File: src/rtl/hamming_serial_encoder.sv
// Hamming(21,16) encoder feeding a flow-controlled serial link.
// One-entry hold register lets the next word queue while the current frame shifts out.
module hamming_serial_encoder #(
   parameter bit          LSB_FIRST = 1'b1,
   parameter int unsigned CNT_W     = 16
) (
   input  logic             clk,
   input  logic             rst,
   input  logic [15:0]      in_data,
   input  logic             in_valid,
   output logic             in_ready,
   output logic             ser_data,
   output logic             ser_valid,
   input  logic             ser_ready,
   output logic             ser_sof,
   output logic             ser_eof,
   output logic [20:0]      cw_last,
   output logic [CNT_W-1:0] frames_sent
);

   localparam int unsigned CW_W     = 21;
   localparam int unsigned IDX_W    = 5;
   localparam logic [IDX_W-1:0] LAST_IDX = IDX_W'(CW_W - 1);

   typedef enum logic {IDLE, SHIFT} state_t;

   state_t            state, state_n;
   logic [CW_W-1:0]   sh, sh_n;
   logic [CW_W-1:0]   hr, hr_n;
   logic              hv, hv_n;
   logic [IDX_W-1:0]  idx, idx_n;
   logic [CW_W-1:0]   cw_q, cw_n;
   logic [CNT_W-1:0]  cnt, cnt_n;
   logic [CW_W-1:0]   enc_c;
   logic [IDX_W-1:0]  bit_sel_c;
   logic              accept_c;
   logic              frame_end_c;
   logic              direct_c;

   // Check bits sit at positions 0,1,3,7,15 so the decoder syndrome is zero when clean.
   function automatic logic [CW_W-1:0] encode(input logic [15:0] d);
      logic [CW_W-1:0] c;
      c        = '0;
      c[2]     = d[0];
      c[4]     = d[1];
      c[5]     = d[2];
      c[6]     = d[3];
      c[14:8]  = d[10:4];
      c[20:16] = d[15:11];
      c[0]     = ^{c[2], c[4], c[6], c[8], c[10], c[12], c[14], c[16], c[18], c[20]};
      c[1]     = ^{c[2], c[5], c[6], c[9], c[10], c[13], c[14], c[17], c[18]};
      c[3]     = ^{c[4], c[5], c[6], c[11], c[12], c[13], c[14], c[19], c[20]};
      c[7]     = ^c[14:8];
      c[15]    = ^c[20:16];
      return c;
   endfunction

   assign enc_c       = encode(in_data);
   assign accept_c    = in_valid && !hv;
   assign frame_end_c = (state == SHIFT) && ser_ready && (idx == LAST_IDX);
   // A word arriving on the last bit with an empty hold register goes straight to the shifter.
   assign direct_c    = frame_end_c && !hv && accept_c;

   always_ff @(posedge clk) begin
      if (rst) begin
         state <= IDLE;
         sh    <= '0;
         hr    <= '0;
         hv    <= 1'b0;
         idx   <= '0;
         cw_q  <= '0;
         cnt   <= '0;
      end else begin
         state <= state_n;
         sh    <= sh_n;
         hr    <= hr_n;
         hv    <= hv_n;
         idx   <= idx_n;
         cw_q  <= cw_n;
         cnt   <= cnt_n;
      end
   end

   always_comb begin
      state_n = state;
      sh_n    = sh;
      hr_n    = hr;
      hv_n    = hv;
      idx_n   = idx;
      cw_n    = cw_q;
      cnt_n   = cnt;
      case (state)
         IDLE: begin
            if (accept_c) begin
               sh_n    = enc_c;
               cw_n    = enc_c;
               idx_n   = '0;
               state_n = SHIFT;
            end
         end
         SHIFT: begin
            if (ser_ready) begin
               if (idx != LAST_IDX) begin
                  idx_n = idx + IDX_W'(1);
               end else begin
                  cnt_n = cnt + CNT_W'(1);
                  idx_n = '0;
                  if (hv) begin
                     sh_n = hr;
                     cw_n = hr;
                     hv_n = 1'b0;
                  end else if (accept_c) begin
                     sh_n = enc_c;
                     cw_n = enc_c;
                  end else begin
                     state_n = IDLE;
                  end
               end
            end
            if (accept_c && !direct_c) begin
               hr_n = enc_c;
               hv_n = 1'b1;
            end
         end
         default: state_n = IDLE;
      endcase
   end

   // Serial outputs decode registered state only; no path from ser_ready.
   assign bit_sel_c   = LSB_FIRST ? idx : (LAST_IDX - idx);
   assign ser_valid   = (state == SHIFT);
   assign ser_data    = ser_valid && sh[bit_sel_c];
   assign ser_sof     = ser_valid && (idx == '0);
   assign ser_eof     = ser_valid && (idx == LAST_IDX);
   assign in_ready    = !hv;
   assign cw_last     = cw_q;
   assign frames_sent = cnt;

endmodule

File: config.mk
export PLATFORM = sky130hd
export DESIGN_NAME = hamming_serial_encoder
export DESIGN_NICKNAME = d
export VERILOG_FILES = /design/src/rtl/hamming_serial_encoder.sv
export SDC_FILE = /design/constraint.sdc
export NUM_CORES = 1
export LEC_CHECK = 0
export CAP_MARGIN = 15
export CORE_UTILIZATION = 48
export CTS_CLUSTER_SIZE = 28
export DETAILED_ROUTE_END_ITERATION = 8
export PLACE_DENSITY_LB_ADDON = 0.15
export RECOVER_POWER = 100
export SLEW_MARGIN = 0
export SYNTH_ARGS = -nofsm -noshare
export SYNTH_HDL_FRONTEND = slang
export SYNTH_SLANG_ARGS = --single-unit
export TNS_END_PERCENT = 1
File: constraint.sdc
create_clock -name clk -period 2.2 [get_ports clk]
set_input_delay 0.33 -clock clk [delete_from_list [all_inputs] [get_ports clk]]
set_output_delay 0.33 -clock clk [all_outputs]
set_load 0.1 [all_outputs]
==> flow_summary.json, run 1 <==
{
  "critPathArrivalTime_ns": 1.99,
  "hold_viol": 0,
  "leakage_nw": 1.94,
  "critical_path.cell_chain": "mux4_2 -> o21ai_1 -> nor4bb_1 -> o31a_2 -> buf_12",
  "tns_ns": -0.160,
  "setup_viol": 3,
  "syn_inst": 427,
  "failed_checks": "negative setup slack",
  "synth_top_family_by_area": "compound AO/OA/AOI/OAI gates",
  "maxSlewViolCount": 0,
  "max_freq_ghz": 0.432,
  "r2r_end": "frames_sent[14]",
  "synth-xor-area-share_pct": 10.4,
  "worst_pin_slew_ns": 1.16,
  "drive_above_1_share_pct": 21.4,
  "synth.distinct_cells": 49,
  "dp_hpwl_mm": 6.67,
  "synthSimpleGateAreaFrac_pct": 16.6,
  "synth-compound-area-share_pct": 20.1,
  "gp_congestion": 0.858,
  "clock_latency_ns": 0.36,
  "min_path_cells": 2,
  "synth.yosys.seq_area_share_pct": 44.5,
  "drtIter0Drc": 174,
  "rsz0062_at_grt": "yes",
  "fin_skew_ns": 0.00879,
  "die_area_mm2": 0.00843,
  "maxSlewHeadroom_pct": 23.2,
  "die_w_um": 91.8,
  "h-tree-depth": 3,
  "finalCritPeriodShare_pct": 105,
  "area_growth_syn_to_layout_pct": 23.5,
  "ir_worst_vdd_mv": 0.581,
  "vias": 3323,
  "cts_made_buffers": 9,
  "critPathCaptureType": "output port",
  "rr_startpoint": "bit_sel_c[0]",
  "worst_slack_ns": -0.117,
  "drt_first_pass_iters": 4,
  "cp-start-kind": "flop",
  "yosysWarningCount": 0,
  "cp_max_fo": 4,
  "root_buffer": "clkbuf_8",
  "clock_sinks": 86,
  "wl_per_cell_um": 15.1,
  "hold_path_end": "hr[4]",
  "slowest_stage": "mux4_2",
  "grt_pass1_wl_mm": 15.2,
  "cts_tree": "done",
  "synth.avg_cell_area_um2": 9.07,
  "grt_max_degree": 37,
  "synthAdderAreaFrac_pct": 0.970,
  "diodes": 0,
  "status": "complete, but fails checks",
  "cts_hold_buffers": 0,
  "clk_path_buf_depth": 2,
  "start_util_pct": 49.8,
  "die_height_um": 91.8,
  "rows": 32,
  "muxShareOfSynthArea_pct": 3.30,
  "synth_edf_count": 0,
  "grt_pass1_vias": 3146,
  "overflow": 0,
  "drc": 0,
  "antenna_left": 0,
  "worst_ep_required_time_ns": 1.87,
  "finalPower_mw": 3.86,
  "rrSetupSlack_ns": -0.02,
  "wl_mm": 9.15,
  "maxCapViolCount": 0,
  "fin_util_pct": 61.6,
  "fin_nets": 523,
  "hp-start": "rst",
  "p_per_area_mw_per_mm2": 808,
  "grt_usage_pct": 22.9,
  "io_pins": 62,
  "antenna_found_initial": 0,
  "hold_path.class": "input port to flop",
  "async_flop_share_pct": 0,
  "core-area_mm2": 0.00777,
  "ys_ff_latch": 86,
  "r2r_cells": 9,
  "period_minus_slack_ns": 2.32,
  "synthFlopType": "dfxtp_1",
  "clk_transition_reported_paths_ns": 0.10,
  "max_stage_delay_ns": 0.49,
  "criticalPathCategory": "flop to output port",
  "syn-num-nets": 450,
  "io_buffers": 61,
  "syn_area_mm2": 0.00387,
  "viasPerCell": 5.47
}
## repair_timing
action                     4_1_cts  5_1_grt
setup endpoints to repair        2        6
buffers inserted                 2        0
gates resized for setup          8        4
pin swaps                        1        0
## kinds of logic after synthesis
logic type               after synthesis
multiplexers                          10
adder cells (fa/ha/maj)                3
buffers and inverters                 37
AND/OR/NAND/NOR                      136
XOR/XNOR                              32
AO/OA/AOI/OAI                        123
flip-flops                            86
## flip-flops by register name, summed over array words and instances (netlist names)
| register | flops |
|---|---|
| hr | 21 |
| hv | 1 |
| sh | 21 |
| ser_valid | 1 |
| cw_last | 21 |
| frames_sent | 16 |
| bit_sel_c | 5 |
## metal layers
metal | GRT usage (%) | wire length, um | up-vias | part of all wire (%)
met5 | 0 | 0 | - | 0
met4 | 7.94 | 149 | 0 | 1.6
met3 | 3.40 | 462 | 15 | 5.0
met2 | 37.9 | 4350 | 89 | 48
met1 | 30.7 | 4190 | 1562 | 46
li1 | - | - | 1657 | -
## critical path: cells and delay by family (launching register included)
kind	cells	cell delay (ns)
buffers and inverters	1	0.17
AO/OA/AOI/OAI	2	0.51
AND/OR/NAND/NOR	1	0.07
flip-flops	1	0.39
multiplexers	1	0.49
## synth_stat cells, drive strengths merged (7+ instances only)
cell type	n	area share (%)
clkbuf	23	2.2
nand3	7	0.90
dfxtp	86	44
buf	9	1.4
nor3	16	2.2
o22ai	16	2.6
o21a	32	6.2
xor2	10	2.3
xnor2	13	2.9
xnor3	9	5.2
nand2	56	5.4
nor2	31	3.0
a21oi	43	5.7
o21ai	13	1.7
## cell type report
cell class | count | area [um2]
Clock inverter | 7 | 76.3
Tap cell | 102 | 128
Clock buffer | 9 | 124
Inverter | 5 | 21.3
Fill cell | 725 | 2990
Timing Repair Buffer | 94 | 686
Sequential cell | 86 | 1740
Multi-Input combinational cell | 304 | 2010
## where the power goes
| group | internal [mW] | total [mW] | switching (mW) | leakage (nW) |
|---|---|---|---|---|
| clock network | 0.451 | 1.11 | 0.656 | 0.103 |
| logic | 0.323 | 1.01 | 0.686 | 1.13 |
| registers | 1.67 | 1.75 | 0.0732 | 0.707 |
| total | 2.45 | 3.86 | 1.42 | 1.94 |
## metrics by stage
step / cell area [um2] / std cells / hold WS, ns / setup WS [ns]
after floorplan: 3900 / 427 / 0.421 / -0.0906
final: 4780 / 607 / 0.353 / -0.117
after detailed placement: 4670 / 589 / 0.445 / -0.171
after global routing: 4780 / 607 / 0.380 / -0.185
after global placement: 4670 / 589 / 0.438 / -0.0932
after CTS: 4900 / 607 / 0.345 / -0.145
## cell usage in the layout (no fill, tap or decap), drive strengths merged, types with 6 or more instances in the layout
master	instances
clkbuf	50
nor3	16
nor2	31
a21oi	43
inv	9
nand3	7
xnor2	13
o21a	32
mux2i	6
nand2	56
a21o	6
o22ai	16
dfxtp	86
xnor3	9
o21ai	13
xor2	10
clkdlybuf4s50	18
buf	35
## worst max path at each step
stage	start	endpoint	slack [ns]	depth (start not counted)
floorplan	bit_sel_c[1]	ser_sof	-0.09	5
global placement	in_data[1]	cw_last[0]	-0.09	6
detailed placement	in_data[1]	sh[0]	-0.17	6
CTS	bit_sel_c[0]	ser_data	-0.14	5
global route	bit_sel_c[0]	ser_data	-0.19	5
finish	bit_sel_c[0]	ser_data	-0.12	5
(Power assumes the default switching activity.)
==> run 2, diff against run 1 <==
--- a/config.mk
+++ b/config.mk
@@ -5,8 +5,9 @@
 export SDC_FILE = /design/constraint.sdc
 export NUM_CORES = 1
 export LEC_CHECK = 0
+export ABC_AREA = 1
 export CAP_MARGIN = 15
-export CORE_UTILIZATION = 48
+export CORE_UTILIZATION = 49
 export CTS_CLUSTER_SIZE = 28
 export DETAILED_ROUTE_END_ITERATION = 8
 export PLACE_DENSITY_LB_ADDON = 0.15
==> run 2 against run 1 <==
  * The run now ends clean
  * Critical path depth rose by 4
  * Cell count up 34%
  * First-iteration DRC count is 78% higher
  * Core utilization fell by 0.74 points
  * Worst hold slack better by 0.11 ns
  * Critical endpoint unchanged
  * Largest cell class unchanged
  * Highest routed layer unchanged
==> flow_summary.json, run 2 <==
{
  "setup_viol": 0,
  "fin_util_pct": 60.8,
  "io_buffers": 61,
  "ir_worst_vdd_mv": 0.334,
  "min_path_cells": 2,
  "max_freq_ghz": 0.483,
  "maxSlewHeadroom_pct": 62.3,
  "crit_buf_inv": 3,
  "finalCritPeriodShare_pct": 94.1,
  "place_ws_ns": 0.124,
  "overflow": 0,
  "syn-num-nets": 671,
  "async_flop_share_pct": 0,
  "clk_path_buf_depth": 2,
  "synth.top_cells.by_count": "nand2_1 (186), dfxtp_1 (86), nor2_1 (76)",
  "cp_max_fo": 6,
  "drc": 0,
  "period_minus_slack_ns": 2.07,
  "fin_nets": 729,
  "rsz0062_at_grt": "no",
  "drtIter0Drc": 310,
  "yosysWarningCount": 0,
  "synth-compound-area-share_pct": 19.7,
  "diodes": 0,
  "grt_pass1_vias": 3770,
  "muxShareOfSynthArea_pct": 0,
  "intPower_mw": 2.33,
  "root_buffer": "clkbuf_8",
  "r2r_cells": 11,
  "post_cts_resized": 0,
  "power_frac_clock_pct": 29.1,
  "gp_congestion": 0.883,
  "synthTopCellsByArea": "dfxtp_1 (40%), nand2_1 (16%), a21oi_1 (7.7%)",
  "start_util_pct": 51.6,
  "rrSetupSlack_ns": 0.21,
  "mostFrequentLayoutCell": "nand2_1",
  "leakage_nw": 2.24,
  "synth_top_area_share_pct": 39.8,
  "synth-xor-area-share_pct": 3.03,
  "synth_top_area_cell": "dfxtp_1",
  "synthAdderAreaFrac_pct": 0.867,
  "rows": 33,
  "area_growth_syn_to_layout_pct": 17.8,
  "synth.distinct_cells": 34,
  "wl_per_cell_um": 13.5,
  "dp_hpwl_mm": 8.13,
  "final_cells": 816,
  "io_pins": 62,
  "syn_area_mm2": 0.00433,
  "wl_mm": 11.0,
  "drive_above_1_share_pct": 12.7,
  "comb_power_share_pct": 24.2,
  "worst_pin_slew_ns": 0.567,
  "slowest_stage": "dfxtp_2",
  "final_cell_mix": "nand2_1 (187), dfxtp_1 (84), nor2_1 (75), o21ai_0 (66), a21oi_1 (66)",
  "synthFlopType": "dfxtp_1",
  "vias": 4334,
  "cp-start-kind": "flop",
  "worst_slack_ns": 0.130,
  "grt_usage_pct": 25.0,
  "syn_inst": 648,
  "ys_ff_latch": 86,
  "worst-path-stages": 9,
  "maxCapViolCount": 0,
  "die_w_um": 96.0,
  "die_area_mm2": 0.00922,
  "critPathArrivalTime_ns": 1.74,
  "drt_first_pass_iters": 5,
  "antenna_found_initial": 0,
  "cts_hold_buffers": 0,
  "clock_latency_ns": 0.36,
  "synth.yosys.seq_area_share_pct": 39.8,
  "h-tree-depth": 3,
  "die_height_um": 96.0,
  "criticalPathCategory": "flop to output port",
  "cpLargestDelayFamily": "compound AO/OA/AOI/OAI gates",
  "synth_top_family_by_area": "simple AND/OR/NAND/NOR gates",
  "place_inst": 799,
  "synth_edf_count": 0,
  "grt_max_degree": 50,
  "cts_setup_buffers": 0,
  "max_stage_delay_ns": 0.36,
  "p_per_area_mw_per_mm2": 724,
  "power_frac_seq_pct": 46.6,
  "status": "complete, no violations",
  "switching_share_pct": 36.7,
  "hold_path.class": "flop to flop",
  "fin_skew_ns": 0.0108,
  "path_common_cell": "o21ai_0",
  "critPathCaptureType": "output port",
  "viasPerCell": 5.31,
  "clock_sinks": 86,
  "critical_path.cell_chain": "inv_2 -> buf_6 -> o21ai_0 -> o22ai_1 -> nand2_1 -> o21ai_0 -> o21ai_1 -> a21oi_4 -> buf_12",
  "hold_viol": 0,
  "synthSimpleGateAreaFrac_pct": 28.7,
  "maxSlewViolCount": 0,
  "worst_ep_required_time_ns": 1.87,
  "finalPower_mw": 3.69,
  "cts_tree": "done",
  "synth_most_common_cell": "nand2_1",
  "antenna_left": 0,
  "grt_pass1_wl_mm": 17.8,
  "synth.avg_cell_area_um2": 6.68,
  "power.switching_mw": 1.36,
  "cts_made_buffers": 9,
  "fin_hold_ws_ns": 0.466,
  "clk_transition_reported_paths_ns": 0.10,
  "core-area_mm2": 0.00838
}
## run 2: kinds of logic (layout without fill, tap and decap cells)
group | count (synthesis) | in the layout
AO/OA/AOI/OAI | 159 | 159
XOR/XNOR | 15 | 15
adder cells (fa/ha/maj) | 3 | 3
buffers and inverters | 82 | 145
flip-flops | 86 | 86
AND/OR/NAND/NOR | 303 | 303
## run 2: worst reg2reg max path: stages (launching register included)
cell and delay [ns]:
dfxtp_1 0.34, inv_1 0.09, ha_1 0.24, nand3_4 0.12
inv_1 0.06, nand2_1 0.05, nand2_1 0.16, nor2_2 0.13
buf_4 0.36, clkinv_2 0.16, nor2_1 0.12, nor2_1 0.07
## run 2: per-layer routing
metal	vias to the layer above	part of all wire, %	track usage, %
met2	136	46	40.5
li1	2226	-	-
met1	1954	46	33.4
met4	0	1.8	8.08
met5	-	0	0
met3	18	5.6	4.98
## run 2: final timing paths
path | from | end
min | cw_last[9] | cw_last[9]
min reg2reg | cw_last[9] | cw_last[9]
max reg2reg | bit_sel_c[1] | hr[16]
max | bit_sel_c[0] | ser_data
## run 2: power groups by stage
| stage | sequential [mW] | clock (mW) | combinational [mW] |
|---|---|---|---|
| finish | 1.72 | 1.08 | 0.894 |
| global placement | 1.75 | 0 | 0.894 |
| CTS | 1.72 | 1.10 | 0.909 |
| floorplan | 1.97 | 0 | 0.441 |
| detailed placement | 1.75 | 0 | 0.906 |
| global route | 1.73 | 1.18 | 0.973 |
## run 2: final cells by class
class                           count  area [um2]
Clock buffer                        9         124
Clock inverter                      7        63.8
Fill cell                         811        3280
Inverter                           54         204
Multi-Input combinational cell    480        2280
Sequential cell                    86        1720
Tap cell                          105         131
Timing Repair Buffer               75         576
## run 2: stage by stage
stage | instance area (um2) | setup TNS (ns)
after floorplan | 4350 | -0.313
after global placement | 4990 | 0
after detailed placement | 4990 | 0
after CTS | 5180 | 0
after global routing | 5100 | 0
final | 5100 | 0
